===== config.mk =====
export PLATFORM = sky130hd
export DESIGN_NAME = zssd_window_engine
export DESIGN_NICKNAME = d
export VERILOG_FILES = /design/src/rtl/zssd_window_engine.sv
export SDC_FILE = /design/constraint.sdc
export NUM_CORES = 1
export LEC_CHECK = 0
export ABC_AREA = 1
export BUFFER_PORTS_ARGS = -buffer_cell sky130_fd_sc_hd__buf_2
export CELL_PAD_IN_SITES_DETAIL_PLACEMENT = 0
export CELL_PAD_IN_SITES_GLOBAL_PLACEMENT = 1
export CORE_MARGIN = 1
export CORE_UTILIZATION = 48
export DETAILED_ROUTE_END_ITERATION = 6
export HOLD_SLACK_MARGIN = 0.1
export PLACE_DENSITY = 0.86
export SYNTH_ARGS = -nofsm -noshare
export SYNTH_HDL_FRONTEND = slang
export SYNTH_SLANG_ARGS = --single-unit

===== constraint.sdc =====
create_clock -name clk -period 8 [get_ports clk]
set_input_delay 1.2 -clock clk [delete_from_list [all_inputs] [get_ports clk]]
set_output_delay 1.2 -clock clk [all_outputs]
set_load 0.01 [all_outputs]

===== src/rtl/zssd_window_engine.sv =====
// Streaming ZSSD/SSD window engine: accumulates f, g and (f-g)^2 over N = 2^LOG2_N pixel
// pairs, then produces N*Sd2 - (Sf-Sg)^2 (mode 0) or N*Sd2 (mode 1) behind valid/ready.
module zssd_window_engine #(
    parameter int PIX_W  = 8,
    parameter int LOG2_N = 8,
    parameter bit NORM   = 1'b0,
    localparam int RES_W = 2*PIX_W + 2*LOG2_N
) (
    input  logic             clk,
    input  logic             rst,
    input  logic             start,
    input  logic             mode,
    input  logic             in_valid,
    output logic             in_ready,
    input  logic [PIX_W-1:0] f_pix,
    input  logic [PIX_W-1:0] g_pix,
    output logic             out_valid,
    input  logic             out_ready,
    output logic [RES_W-1:0] zssd,
    output logic             busy
);
    localparam int SW = PIX_W + LOG2_N;
    localparam int QW = 2*PIX_W + LOG2_N;

    typedef enum logic [2:0] {IDLE, ACCUM, CALC, FIN, DONE} state_t;

    state_t              state_reg, state_next;
    logic                mode_reg;
    logic [SW-1:0]       sf_reg, sg_reg;
    logic [QW-1:0]       sd2_reg;
    logic [LOG2_N-1:0]   cnt_reg;
    logic [RES_W-1:0]    p_reg, d2_reg, zssd_reg;

    logic                accept, last_pair;
    logic [PIX_W-1:0]    pix_diff;
    logic [2*PIX_W-1:0]  pix_sq;
    logic [SW-1:0]       sum_diff;
    logic [RES_W-1:0]    sum_sq, r_val, zssd_fin;

    assign in_ready  = (state_reg == ACCUM);
    assign out_valid = (state_reg == DONE);
    assign busy      = (state_reg != IDLE);
    assign zssd      = zssd_reg;

    assign accept    = in_valid & in_ready;
    assign last_pair = (cnt_reg == {LOG2_N{1'b1}});

    // Squaring the magnitude gives the same result as squaring the signed difference.
    assign pix_diff = (f_pix >= g_pix) ? (f_pix - g_pix) : (g_pix - f_pix);
    assign pix_sq   = pix_diff * pix_diff;
    assign sum_diff = (sf_reg >= sg_reg) ? (sf_reg - sg_reg) : (sg_reg - sf_reg);
    assign sum_sq   = sum_diff * sum_diff;

    // P >= D2 always holds (Cauchy-Schwarz), so the subtraction cannot wrap.
    assign r_val = mode_reg ? p_reg : (p_reg - d2_reg);

    generate
        if (NORM) begin : g_norm
            assign zssd_fin = r_val >> LOG2_N;
        end else begin : g_raw
            assign zssd_fin = r_val;
        end
    endgenerate

    always_comb begin
        state_next = state_reg;
        case (state_reg)
            IDLE:    if (start) state_next = ACCUM;
            ACCUM:   if (accept && last_pair) state_next = CALC;
            CALC:    state_next = FIN;
            FIN:     state_next = DONE;
            DONE:    if (out_ready) state_next = IDLE;
            default: state_next = IDLE;
        endcase
    end

    always_ff @(posedge clk) begin
        if (rst) begin
            state_reg <= IDLE;
            mode_reg  <= 1'b0;
            sf_reg    <= '0;
            sg_reg    <= '0;
            sd2_reg   <= '0;
            cnt_reg   <= '0;
            p_reg     <= '0;
            d2_reg    <= '0;
            zssd_reg  <= '0;
        end else begin
            state_reg <= state_next;
            case (state_reg)
                IDLE: begin
                    if (start) begin
                        mode_reg <= mode;
                        sf_reg   <= '0;
                        sg_reg   <= '0;
                        sd2_reg  <= '0;
                        cnt_reg  <= '0;
                    end
                end
                ACCUM: begin
                    if (accept) begin
                        sf_reg  <= sf_reg + SW'(f_pix);
                        sg_reg  <= sg_reg + SW'(g_pix);
                        sd2_reg <= sd2_reg + QW'(pix_sq);
                        cnt_reg <= cnt_reg + 1'b1;
                    end
                end
                CALC: begin
                    p_reg  <= {sd2_reg, {LOG2_N{1'b0}}};
                    d2_reg <= sum_sq;
                end
                FIN:     zssd_reg <= zssd_fin;
                default: ;
            endcase
        end
    end
endmodule


Word-level counts from Yosys, hierarchy flattened:

Cells that the tools add are included.

* flip-flop bits (word level): 156
* latch bits: 0
* bits in writable memories: 0
* bits in read-only memories: 0
* bits of input ports: 22
* logic and storage cells: 57
* memories kept: 0

* add/subtract/negate cells: 9
* multipliers: 2
* divide/modulo/power cells: 0
* magnitude comparators: 2
* eq/ne operators: 9
* shift operators: 0
* muxes and demuxes: 18
* bitwise operators: 1
* reduce and logical (&&, ||, !) cells: 7

Operators with widths (number)
* $mux W16: 4
* $pmux W16 S2: 2
* $mux W24: 2
* $pmux W24 S2: 1
* $add A16 B8 Y16: 2
* $mul A16 B16 Y32: 1
* $mux W32: 1
* $sub A16 B16 Y16: 2
* $sub A32 B32 Y32: 1
* $add A24 B16 Y24: 1
* $mux W8: 3
* $ge A16 B16 Y1: 1
* $mul A8 B8 Y16: 1
* $pmux W8 S2: 1
* $sub A8 B8 Y8: 2
* $pmux W3 S5: 1
* $mux W3: 3
* $add A8 B1 Y8 const B: 1
* $eq A8 B8 Y1 const B: 1
* $ge A8 B8 Y1: 1
* $eq A3 B2 Y1 const B: 2
* $ne A2 B1 Y1 const B: 3
* $reduce_and A3 Y1: 2
* $eq A3 B1 Y1 const B: 1
* other kinds (8): 8

Depth between registers and ports, before layout:

Gate-level depths: netlist of the first run.

* depth in word-level cells: 6
* mapped depth: 42
* depth with buffers taken out: 40

Worst setup path before layout of the first run:

Ideal clock, no wire load.

* path kind: flip-flop to flip-flop
* start: register sf_reg[0]
* end: register d2_reg[26]
* library setup time: 0.115 ns
* data arrival time: 6.898 ns
* slack: 0.987 ns
* cell stages (with the launch flop): 39
* period minus slack after synthesis: 7.013 ns
* cell sequence: dfxtp_1 -> inv_1 -> ha_1 -> fa_1 -> inv_1 -> nand3_1 -> nand2_1 -> nand2_1 -> nand3_1 -> nand2_1 -> nand2_4 -> nand3_1 -> o21ai_2 -> xor2_2 -> nor2_1 -> fa_1 -> inv_1 -> fa_1 -> (+3 left out) -> fa_1 -> inv_1 -> fa_1 -> inv_1 -> fa_1 -> inv_1 -> ha_1 -> a21oi_1 -> o21ai_0 -> a21oi_1 -> inv_1 -> a21o_1 -> nand2_1 -> nand2_1 -> nand2_1 -> nand2_1 -> o21ai_0 -> inv_1

* word-level cells in the longest chain between the ends: 3
* elaborated cells between the ends (all ways): 5

Ends and longest elaborated chain
* start: declaration: line 29 `logic [SW-1:0] sf_reg, sg_reg;`
* start signal: assignment: line 102 `sf_reg <= sf_reg + SW'(f_pix);`
* $sub A16 B16 Y16 / $ge A16 B16 Y1 (equally long branches): line 51 `assign sum_diff = (sf_reg >= sg_reg) ? (sf_reg - sg_reg) : (sg_reg - sf_reg);`
* $mux W16 *: line 51
* $mul A16 B16 Y32 *: line 52 `assign sum_sq = sum_diff * sum_diff;`
* end signal: assignment: line 110 `d2_reg <= sum_sq;`
* end: declaration: line 32 `logic [RES_W-1:0] p_reg, d2_reg, zssd_reg;`

Every way passes the cells marked *; elsewhere a longest branch is shown, timed or not.
A chain may end at the register's enable or synchronous reset.

Final worst setup path of the first run:

* start: register sf_reg[0]
* end: register d2_reg[31]

The elaborated chain is that of the path after synthesis.

==> impl_results.md, run 1 <==
* Initial antenna violation count at 1
* Least-Margin Pin Slew at 1.07 ns
* Clk Latency, worst-skew pair at 0.47 ns
* First-pass GRT wire length at 90.9 mm
* First DRT Iteration DRCs at 1153
* HP Start: sg_reg[15]
* Avg Cell Area, Syn at 7.11 um2
* Worst flop-to-flop path startpoint: sf_reg[0]
* Synth unique cells at 50
* Async set-or-reset flop fraction in the synthesized netlist at 0%
* Top cell family by delay on the critical path: adder cells
* CP Data Arrival Time at 7.99 ns
* Largest net degree at the start of global routing at 63
* YS warnings at 0
* CTS tree: yes
* Most numerous cell in the Yosys netlist: nand2_1
* Nets@finish at 3358
* Dpl hpwl at 45.5 mm
* Crit path time final at 7.62 ns
* Antenna Cells at 0
* Critical path origin: sf_reg[0]
* H-tree levels at 4
* Synth area leaders: fa_1 20%, dfxtp_1 15%, ha_1 14%, nand2_1 10%, inv_1 10%
* Endpoint of the worst hold path: sg_reg[15]
* Post-route clock period utilization at 95.3%
* Fin. Hold Viols at 0
* CTS sink count at 155
* Status: finished clean
* CP Capture Type: register
* Startpoint Class: register
* GRT Overall Usage at 26.3%
* DP Cell Count at 3402
* Fmax at 0.131 GHz
* PortBufs at 56
* Vias per cell at 5.29
* Max reg flops at 32
* Rel. slew slack at 28.7%
* Buf/Inv on CP at 10
* Worst Path Max Fanout at 16
* Syn Inst Count at 2850
* Setup Skew at 0.0137 ns
* Register area at 3100 um2
* Cts hold-fix bufs at 0
* Critical Path RT at 8.37 ns
* Die Ht at 208 um
* Yosys top cell area share at 20.4%
* Biggest area consumer among synthesized cells: fa_1
* Core region area at 41200 um2
* Worst R2R Path Depth at 36
* Hold Crit Depth at 1
* Post-Syn Nets at 3308
* Ports at 57
* Worst path max stage delay at 0.55 ns
* CTS clk-pin slew, worst paths at 0.06 ns
* Clk root buf: clkbuf_16
* Final Instance Count excl. Fillers at 3442
* Post-synth EDFFs at 0
* Final WL at 55.5 mm
* Synth cell count leaders: 563 x nand2_1, 560 x inv_1, 297 x nor2_1
* FF+latch count, synth at 155
* Vias in the first global route at 18100
* Area grow syn2layout at 7.94%
* Reg-to-Reg End: d2_reg[31]
* FP Rows at 74
* Starting Density at 49.2%
* Multi-input logic area at 14800 um2
* Max Slew Vio Count at 0
* Finish-stage setup viols at 0
* Slowest cell on crit path: fa_1
* Per-cell routed wire length at 16.1 um
* Number of fill cells at 4118
* Netlist Area Pre-Place at 20300 um2
* Most used cell along the critical path: inv_1
* Hold slack final at 0.457 ns
* DIE AREA at 43100 um2
* Gpl congestion at 0.972
* Cell count along the critical path at 36
* Die width at 208 um
* Via count at 18200
* Routed Antenna Nets at 0
* Register area share after synthesis at 15.3%
* Worst Setup Path Type: reg2reg
* Clk buf depth at 2
* Worst Hold Class: reg2reg
* Post-synth top flop: dfxtp_1
* Flop2flop setup slack at 0.38 ns
* Total gr overflow at 0
* DR DRC count at 0
* Cts bufs inserted at 17
* Layout cells sized above 1 at 6.49%
* DR pass1 iterations at 7
* Number of max-cap violations at 0
-- metal layers --
layer  GRT usage (%)  wire length, um  up-vias
li1                -                -     9074
met1            35.2            25400     8602
met2            43.6            25900      440
met3            4.37             2920       84
met4            7.87             1270        2
met5               0               14        -
-- per-stage QoR --
| step | setup TNS, ns | setup WS (ns) | utilization (%) | area [um2] |
|---|---|---|---|---|
| after floorplan | 0 | 0.987 | - | 20300 |
| after global placement | 0 | 0.250 | 51.3 | 21100 |
| after detailed placement | 0 | 0.217 | 51.3 | 21100 |
| final | 0 | 0.376 | 53.1 | 21900 |
| after global routing | -0.223 | -0.0506 | 53.1 | 21900 |
| after CTS | 0 | 0.189 | 52.7 | 21700 |
-- worst max path at each step --
stage,to
2_1_floorplan,d2_reg[26]
3_3_place_gp,d2_reg[31]
3_5_place_dp,d2_reg[31]
4_1_cts,d2_reg[31]
5_1_grt,d2_reg[24]
6_report,d2_reg[31]
-- logic make-up (layout without fill, tap and decap cells) --
family | Yosys count | in the layout | synth area share [%]
and+or+nand+nor | 1058 | 1058 | 21.3
AOI/OAI and AO/OA | 496 | 496 | 13.5
xor gates and xnor gates | 70 | 70 | 3.32
adders and majority gates | 436 | 436 | 34.6
DFF | 155 | 155 | 15.3
buffers and inverters | 635 | 695 | 12.0
-- cells in the final DEF (no fill, tap or decap), types with 11 or more instances in the layout --
master / count
a21o_1: 11
a21oi_1: 254
buf_2: 56
buf_4: 34
clkbuf_16: 17
dfxtp_1: 155
fa_1: 207
ha_1: 229
inv_1: 559
nand2_1: 562
nand3_1: 105
nand4_1: 30
nor2_1: 291
nor2_2: 11
nor3_1: 26
o211ai_1: 12
o21ai_0: 146
xnor2_1: 20
xor2_1: 45
-- timing repair --
action | 4_1_cts | 5_1_grt
endpoints found under the hold margin | 0 | 0
endpoints found under the setup margin | 0 | 13
resized for setup | 0 | 20
setup buffers | 0 | 10
-- cell type report --
class	count	share of cell area [%]
sequential	155	14.2
timing repair inverter	1	0.0229
clock inverter	9	0.640
clock buffer	20	2.04
multi-input combinational	2060	67.7
tap	532	3.04
timing repair buffer	91	2.54
inverter	574	9.89
Power of run 1 is not shown: default switching activity piles up to over one toggle a cycle in this logic, so the estimate is an artifact.
==> run 2, diff against run 1 <==
--- a/config.mk
+++ b/config.mk
@@ -10,10 +10,10 @@
 export CELL_PAD_IN_SITES_DETAIL_PLACEMENT = 0
 export CELL_PAD_IN_SITES_GLOBAL_PLACEMENT = 1
 export CORE_MARGIN = 1
-export CORE_UTILIZATION = 48
+export CORE_UTILIZATION = 45
 export DETAILED_ROUTE_END_ITERATION = 6
 export HOLD_SLACK_MARGIN = 0.1
-export PLACE_DENSITY = 0.86
+export PLACE_DENSITY = 0.81
 export SYNTH_ARGS = -nofsm -noshare
 export SYNTH_HDL_FRONTEND = slang
 export SYNTH_SLANG_ARGS = --single-unit
==> run 2 against run 1 <==
Net effect: register-to-register slack gained 0.07 ns; routed wire length grew 2.2%; die area up 6.6%; setup slack better by 0.068 ns; first-iteration DRC count fell by 12%; sequential share of layout area is 0.10 points lower; fmax up 0.90%.
==> impl_results.md, run 2 (synthesized netlist as in run 1, its figures left out) <==
* Status: finished clean (unchanged)
* Hold Crit Depth at 2 (was 1)
* Fmax at 0.132 GHz (was 0.131 GHz)
* Met3 wire length at 2.44 mm (was 2.92 mm)
* Worst path max stage delay at 0.55 ns (about the same)
* Cts bufs inserted at 17 (unchanged)
* Via count at 18300 (was 18200)
* Clk buf depth at 2 (unchanged)
* Most frequent cells in the layout: 560 x inv_1, 560 x nand2_1, 296 x nor2_1 (was 562 x nand2_1, 559 x inv_1, 291 x nor2_1)
* DR DRC count at 0 (unchanged)
* GRT Overall Usage at 25.1% (was 26.3%)
* Setup Skew at 0.0141 ns (was 0.0137 ns)
* CP Capture Type: register (unchanged)
* Clk Latency, worst-skew pair at 0.48 ns (was 0.47 ns)
* Buf/Inv on CP at 11 (was 10)
* CP Data Arrival Time at 7.97 ns (was 7.99 ns)
* CTS sink count at 155 (unchanged)
* Routed wl met2 at 26.8 mm (was 25.9 mm)
* Worst flop-to-flop path startpoint: sf_reg[6] (was sf_reg[0])
* Max reg flops at 32 (unchanged)
* Post-route clock period utilization at 94.4% (was 95.3%)
* Critical path origin: sf_reg[6] (was sf_reg[0])
* DP Cell Count at 3462 (was 3402)
* CTS tree: yes (unchanged)
* Die width at 214 um (was 208 um)
* Layout cells sized above 1 at 6.62% (was 6.49%)
* Cts hold-fix bufs at 0 (unchanged)
* RSZ-0062 raised after global routing: true
* First-pass GRT wire length at 92.1 mm (was 90.9 mm)
* Starting Density at 45.7% (was 49.2%)
* Per-cell routed wire length at 16.2 um (was 16.1 um)
* Worst R2R Path Depth at 34 (was 36)
* Worst Setup Path Type: reg2reg (unchanged)
* Routed Antenna Nets at 0 (unchanged)
* Cell count along the critical path at 34 (was 36)
* Most used cell along the critical path: inv_1 (unchanged)
* Ports at 57 (unchanged)
* Die Ht at 214 um (was 208 um)
* Dpl hpwl at 46.6 mm (was 45.5 mm)
* Least-Margin Pin Slew at 1.15 ns (was 1.07 ns)
* Number of fill cells at 4518 (was 4118)
* Startpoint Class: register (unchanged)
* Area grow syn2layout at 8.81% (was 7.94%)
* H-tree levels at 4 (unchanged)
* Vias per cell at 5.22 (was 5.29)
* Initial antenna violation count at 2 (was 1)
* DR pass1 iterations at 5 (was 7)
* Gpl congestion at 0.930 (was 0.972)
* Flop2flop setup slack at 0.44 ns (was 0.38 ns)
* Clk root buf: clkbuf_16 (unchanged)
* Finish-stage setup viols at 0 (unchanged)
* FP Rows at 77 (was 74)
* Number of max-cap violations at 0 (unchanged)
* Slowest cell on crit path: fa_1 (unchanged)
* Final Instance Count excl. Fillers at 3510 (was 3442)
* Largest net degree at the start of global routing at 63 (unchanged)
* Max Slew Vio Count at 0 (unchanged)
* Crit path time final at 7.56 ns (was 7.62 ns)
* M1 WL at 26.5 mm (was 25.4 mm)
* Fin. Hold Viols at 0 (unchanged)
* Final WL at 56.7 mm (was 55.5 mm)
* Rel. slew slack at 23.6% (was 28.7%)
* Core region area at 44300 um2 (was 41200 um2)
* CTS clk-pin slew, worst paths at 0.07 ns (was 0.06 ns)
* Critical Path RT at 8.42 ns (was 8.37 ns)
* DIE AREA at 45900 um2 (was 43100 um2)
* Max layer used: met4 (was met5)
* PortBufs at 56 (unchanged)
* HP Start: zssd[27] (was sg_reg[15])
* Vias in the first global route at 17900 (was 18100)
* Total gr overflow at 0 (unchanged)
* Top cell family by delay on the critical path: adder cells (unchanged)
* First DRT Iteration DRCs at 1011 (was 1153)
* Worst Path Max Fanout at 5 (was 16)
* Worst Hold Class: reg2reg (unchanged)
* Nets@finish at 3361 (was 3358)
## run 2: cell count changes in the layout (fill, tap and decap cells not counted), moves of 3 or more
cell / delta
inv_8: +3
nand2_2: +3
nor2_2: -5
nor2_1: +5
## run 2: final timing paths
path	to
setup / recovery	d2_reg[20]
hold / removal	zssd[27]
setup reg to reg	d2_reg[20]
hold reg to reg	zssd[27]
## run 2: layout make-up
cell class	count	area (um2)	share of cell area, %
Tap cell	592	741	3.36
Timing Repair Buffer	94	594	2.69
Inverter	574	2160	9.81
Sequential cell	155	3110	14.1
Clock inverter	14	209	0.947
Antenna cell	2	5.00	0.0227
Clock buffer	18	439	1.99
Multi-Input combinational cell	2061	14800	67.1
## run 2: timing repair
| action | CTS | global route |
|---|---|---|
| endpoints found under the hold margin | 0 | 0 |
| gates resized for setup | 0 | 19 |
| setup buffers | 0 | 13 |
| endpoints found under the setup margin | 0 | 19 |
## run 2: metal layers
metal / GRT usage [%] / vias to the layer above
li1: - / 9094
met5: 0 / -
met2: 41.8 / 395
met4: 6.45 / 0
met3: 3.57 / 56
met1: 34.1 / 8779
## run 2: tightest hold or removal path, stage by stage (launching register included)
cell	delay, ns
dfxtp_1	0.31
nand2_1	0.06
a21oi_1	0.05
## run 2: through the flow
stage	TNS [ns]	cell area, um2	utilization, %	hold slack (ns)	setup slack [ns]
3_5_place_dp	0	21200	47.9	0.449	0.0528
2_1_floorplan	0	20300	-	0.422	0.987
3_3_place_gp	0	21200	47.9	0.446	0.163
4_1_cts	0	21900	49.3	0.459	0.00720
5_1_grt	-0.0710	22100	49.8	0.477	-0.0475
6_report	0	22100	49.8	0.461	0.444
Power of run 2 is left out for the same reason.
==> run 3, diff against run 2 <==
--- a/config.mk
+++ b/config.mk
@@ -10,10 +10,11 @@
 export CELL_PAD_IN_SITES_DETAIL_PLACEMENT = 0
 export CELL_PAD_IN_SITES_GLOBAL_PLACEMENT = 1
 export CORE_MARGIN = 1
-export CORE_UTILIZATION = 45
+export CORE_UTILIZATION = 48
 export DETAILED_ROUTE_END_ITERATION = 6
 export HOLD_SLACK_MARGIN = 0.1
-export PLACE_DENSITY = 0.81
+export PLACE_DENSITY = 0.86
+export RECOVER_POWER = 100
 export SYNTH_ARGS = -nofsm -noshare
 export SYNTH_HDL_FRONTEND = slang
 export SYNTH_SLANG_ARGS = --single-unit
==> run 3 against run 2 <==
Net effect: the flow now finishes with violations (DRC, capacitance limit, slew limit); critical endpoint is now d2_reg[31]; non-clock buffer count is 3 lower; critical path depth increased by 2; fmax down 0.73%; routed wire length fell by 2.2%; critical path type unchanged; first-iteration DRC count grew 11%; setup slack worse by 0.055 ns; sequential share of layout area up 0.14 points.
==> impl_results.md, run 3 (synthesized netlist as in run 1, its figures left out) <==
* Status: finished with violations (was finished clean)
* Failing checks: DRC, capacitance limit, slew limit
* Worst R2R Path Depth at 36 (was 34)
* Fmax at 0.131 GHz (was 0.132 GHz)
* Crit path time final at 7.61 ns (was 7.56 ns)
* Clk root buf: clkbuf_16 (unchanged)
* Post-route design area at 21800 um2 (was 22100 um2)
* Setup Skew at 0.0132 ns (was 0.0141 ns)
* CP Data Arrival Time at 7.98 ns (was 7.97 ns)
* Critical Path RT at 8.37 ns (was 8.42 ns)
* Total gr overflow at 0 (unchanged)
* CTS tree: yes (unchanged)
* Buf/Inv on CP at 10 (was 11)
* Via count at 18200 (was 18300)
* Vias per cell at 5.29 (was 5.22)
* Slowest cell on crit path: fa_1 (unchanged)
* Starting Density at 49.2% (was 45.7%)
* Most frequent cells in the layout: 563 x nand2_1, 559 x inv_1, 292 x nor2_1 (was 560 x inv_1, 560 x nand2_1, 296 x nor2_1)
* Worst path max stage delay at 0.55 ns (about the same)
* Layout cells sized above 1 at 5.02% (was 6.62%)
* First DRT Iteration DRCs at 1120 (was 1011)
* Routed Antenna Nets at 0 (unchanged)
* Die Ht at 208 um (was 214 um)
* Worst Hold Class: reg2reg (unchanged)
* Largest net degree at the start of global routing at 63 (unchanged)
* Top cell family by delay on the critical path: adder cells (unchanged)
* Startpoint Class: register (unchanged)
* Cts bufs inserted at 17 (unchanged)
* Worst Setup Path Type: reg2reg (unchanged)
* Clk Latency, worst-skew pair at 0.47 ns (was 0.48 ns)
* GRT Overall Usage at 26.3% (was 25.1%)
* Vias in the first global route at 18100 (was 17900)
* Initial antenna violation count at 1 (was 2)
* Post-route clock period utilization at 95.1% (was 94.4%)
* Flop2flop setup slack at 0.39 ns (was 0.44 ns)
* Most used cell along the critical path: inv_1 (unchanged)
* Cts hold-fix bufs at 0 (unchanged)
* Area grow syn2layout at 7.62% (was 8.81%)
* Die width at 208 um (was 214 um)
* Max Slew Vio Count at 83 (was 0)
* Clk buf depth at 2 (unchanged)
* First-pass GRT wire length at 90.9 mm (was 92.1 mm)
* Hold Crit Depth at 1 (was 2)
* Gpl congestion at 0.972 (was 0.930)
* Antenna Cells at 0 (was 2)
* CTS sink count at 155 (unchanged)
* DR pass1 iterations at 7 (was 5)
* Endpoint of the worst hold path: sg_reg[15] (was zssd[27])
* Ports at 57 (unchanged)
* Per-cell routed wire length at 16.1 um (was 16.2 um)
* Number of max-cap violations at 2 (was 0)
* PortBufs at 56 (unchanged)
* Worst flop-to-flop path startpoint: sf_reg[0] (was sf_reg[6])
* Nets@finish at 3358 (was 3361)
* Worst Path Max Fanout at 16 (was 5)
* FP Rows at 74 (was 77)
* Core region area at 41200 um2 (was 44300 um2)
* DR DRC count at 21 (was 0)
* Rel. slew slack at -37.6% (was 23.6%)
* Fin. Hold Viols at 0 (unchanged)
* Max reg flops at 32 (unchanged)
* CTS clk-pin slew, worst paths at 0.06 ns (was 0.07 ns)
* Final WL at 55.5 mm (was 56.7 mm)
* Number of fill cells at 4141 (was 4518)
* Finish-stage setup viols at 0 (unchanged)
* CP Capture Type: register (unchanged)
* DIE AREA at 43100 um2 (was 45900 um2)
* HP Start: sg_reg[15] (was zssd[27])
* Dpl hpwl at 45.5 mm (was 46.6 mm)
* Final Util at 53.0% (was 49.8%)
* H-tree levels at 4 (unchanged)
* Most common cell after layout, fill and taps aside: nand2_1
* Reg-to-Reg End: d2_reg[31] (was d2_reg[20])
* Least-Margin Pin Slew at 2.06 ns (was 1.15 ns)
* Dpl cell area at 21100 um2 (was 21200 um2)
-- run 3: cell types whose count changed in the layout (fill, tap and decap cells not counted), sizes merged --
cell,change
bufinv,-1
inv,-3
diode,-2
clkinv,-1
clkinvlp,+1
nand2,-1
clkbuf,+43
buf,-44
-- run 3: per-layer routing --
| layer | share of wire, % | routed length, um | global-route usage [%] | vias up |
|---|---|---|---|---|
| met2 | 47 | 25900 | 43.6 | 447 |
| met3 | 5.6 | 3120 | 4.37 | 91 |
| met5 | 0.025 | 14 | 0 | - |
| li1 | - | - | - | 9071 |
| met1 | 45 | 25100 | 35.2 | 8605 |
| met4 | 2.3 | 1290 | 7.87 | 2 |
-- run 3: layout make-up --
type / instances / area, um2 / share of cell area (%)
inverters: 574 / 2160 / 9.91
clock inverters: 9 / 140 / 0.642
repair inverters: 1 / 5.00 / 0.0229
well taps: 532 / 666 / 3.05
flip-flops and latches: 155 / 3100 / 14.2
repair buffers: 91 / 497 / 2.28
clock buffers: 20 / 447 / 2.05
multi-input cells: 2060 / 14800 / 67.8
-- run 3: through the flow --
| step | std cells | TNS, ns | worst slack (ns) | hold slack, ns |
|---|---|---|---|---|
| finish | 3442 | 0 | 0.389 | 0.457 |
| global route | 3442 | -0.224 | -0.0515 | 0.472 |
| CTS | 3431 | 0 | 0.189 | 0.455 |
| detailed placement | 3402 | 0 | 0.217 | 0.444 |
| global placement | 3402 | 0 | 0.250 | 0.440 |
| floorplan | 2850 | 0 | 0.987 | 0.422 |
-- run 3: timing repair --
action | 4_1_cts | 5_1_grt
setup endpoints to repair | 0 | 13
gates resized for setup | 0 | 20
buffers inserted | 0 | 10
-- run 3: how the worst max path moves through the flow --
stage | from | endpoint | slack (ns) | depth (start not counted)
floorplan | sf_reg[0] | d2_reg[26] | 0.99 | 38
global route | sf_reg[0] | d2_reg[24] | -0.05 | 35
finish | sf_reg[0] | d2_reg[31] | 0.39 | 36
CTS | sf_reg[0] | d2_reg[31] | 0.19 | 36
global placement | sf_reg[0] | d2_reg[31] | 0.25 | 36
detailed placement | sf_reg[0] | d2_reg[31] | 0.22 | 36
-- run 3: worst reg2reg max path: cells and delay by family, from the launching register on --
family	cells	cell delay, ns
AOI/OAI and AO/OA	1	0.23
adders and majority gates	9	3.95
buffers and inverters	10	0.92
DFF	1	0.38
and+or+nand+nor	16	2.04
Power of run 3 is left out for the same reason.
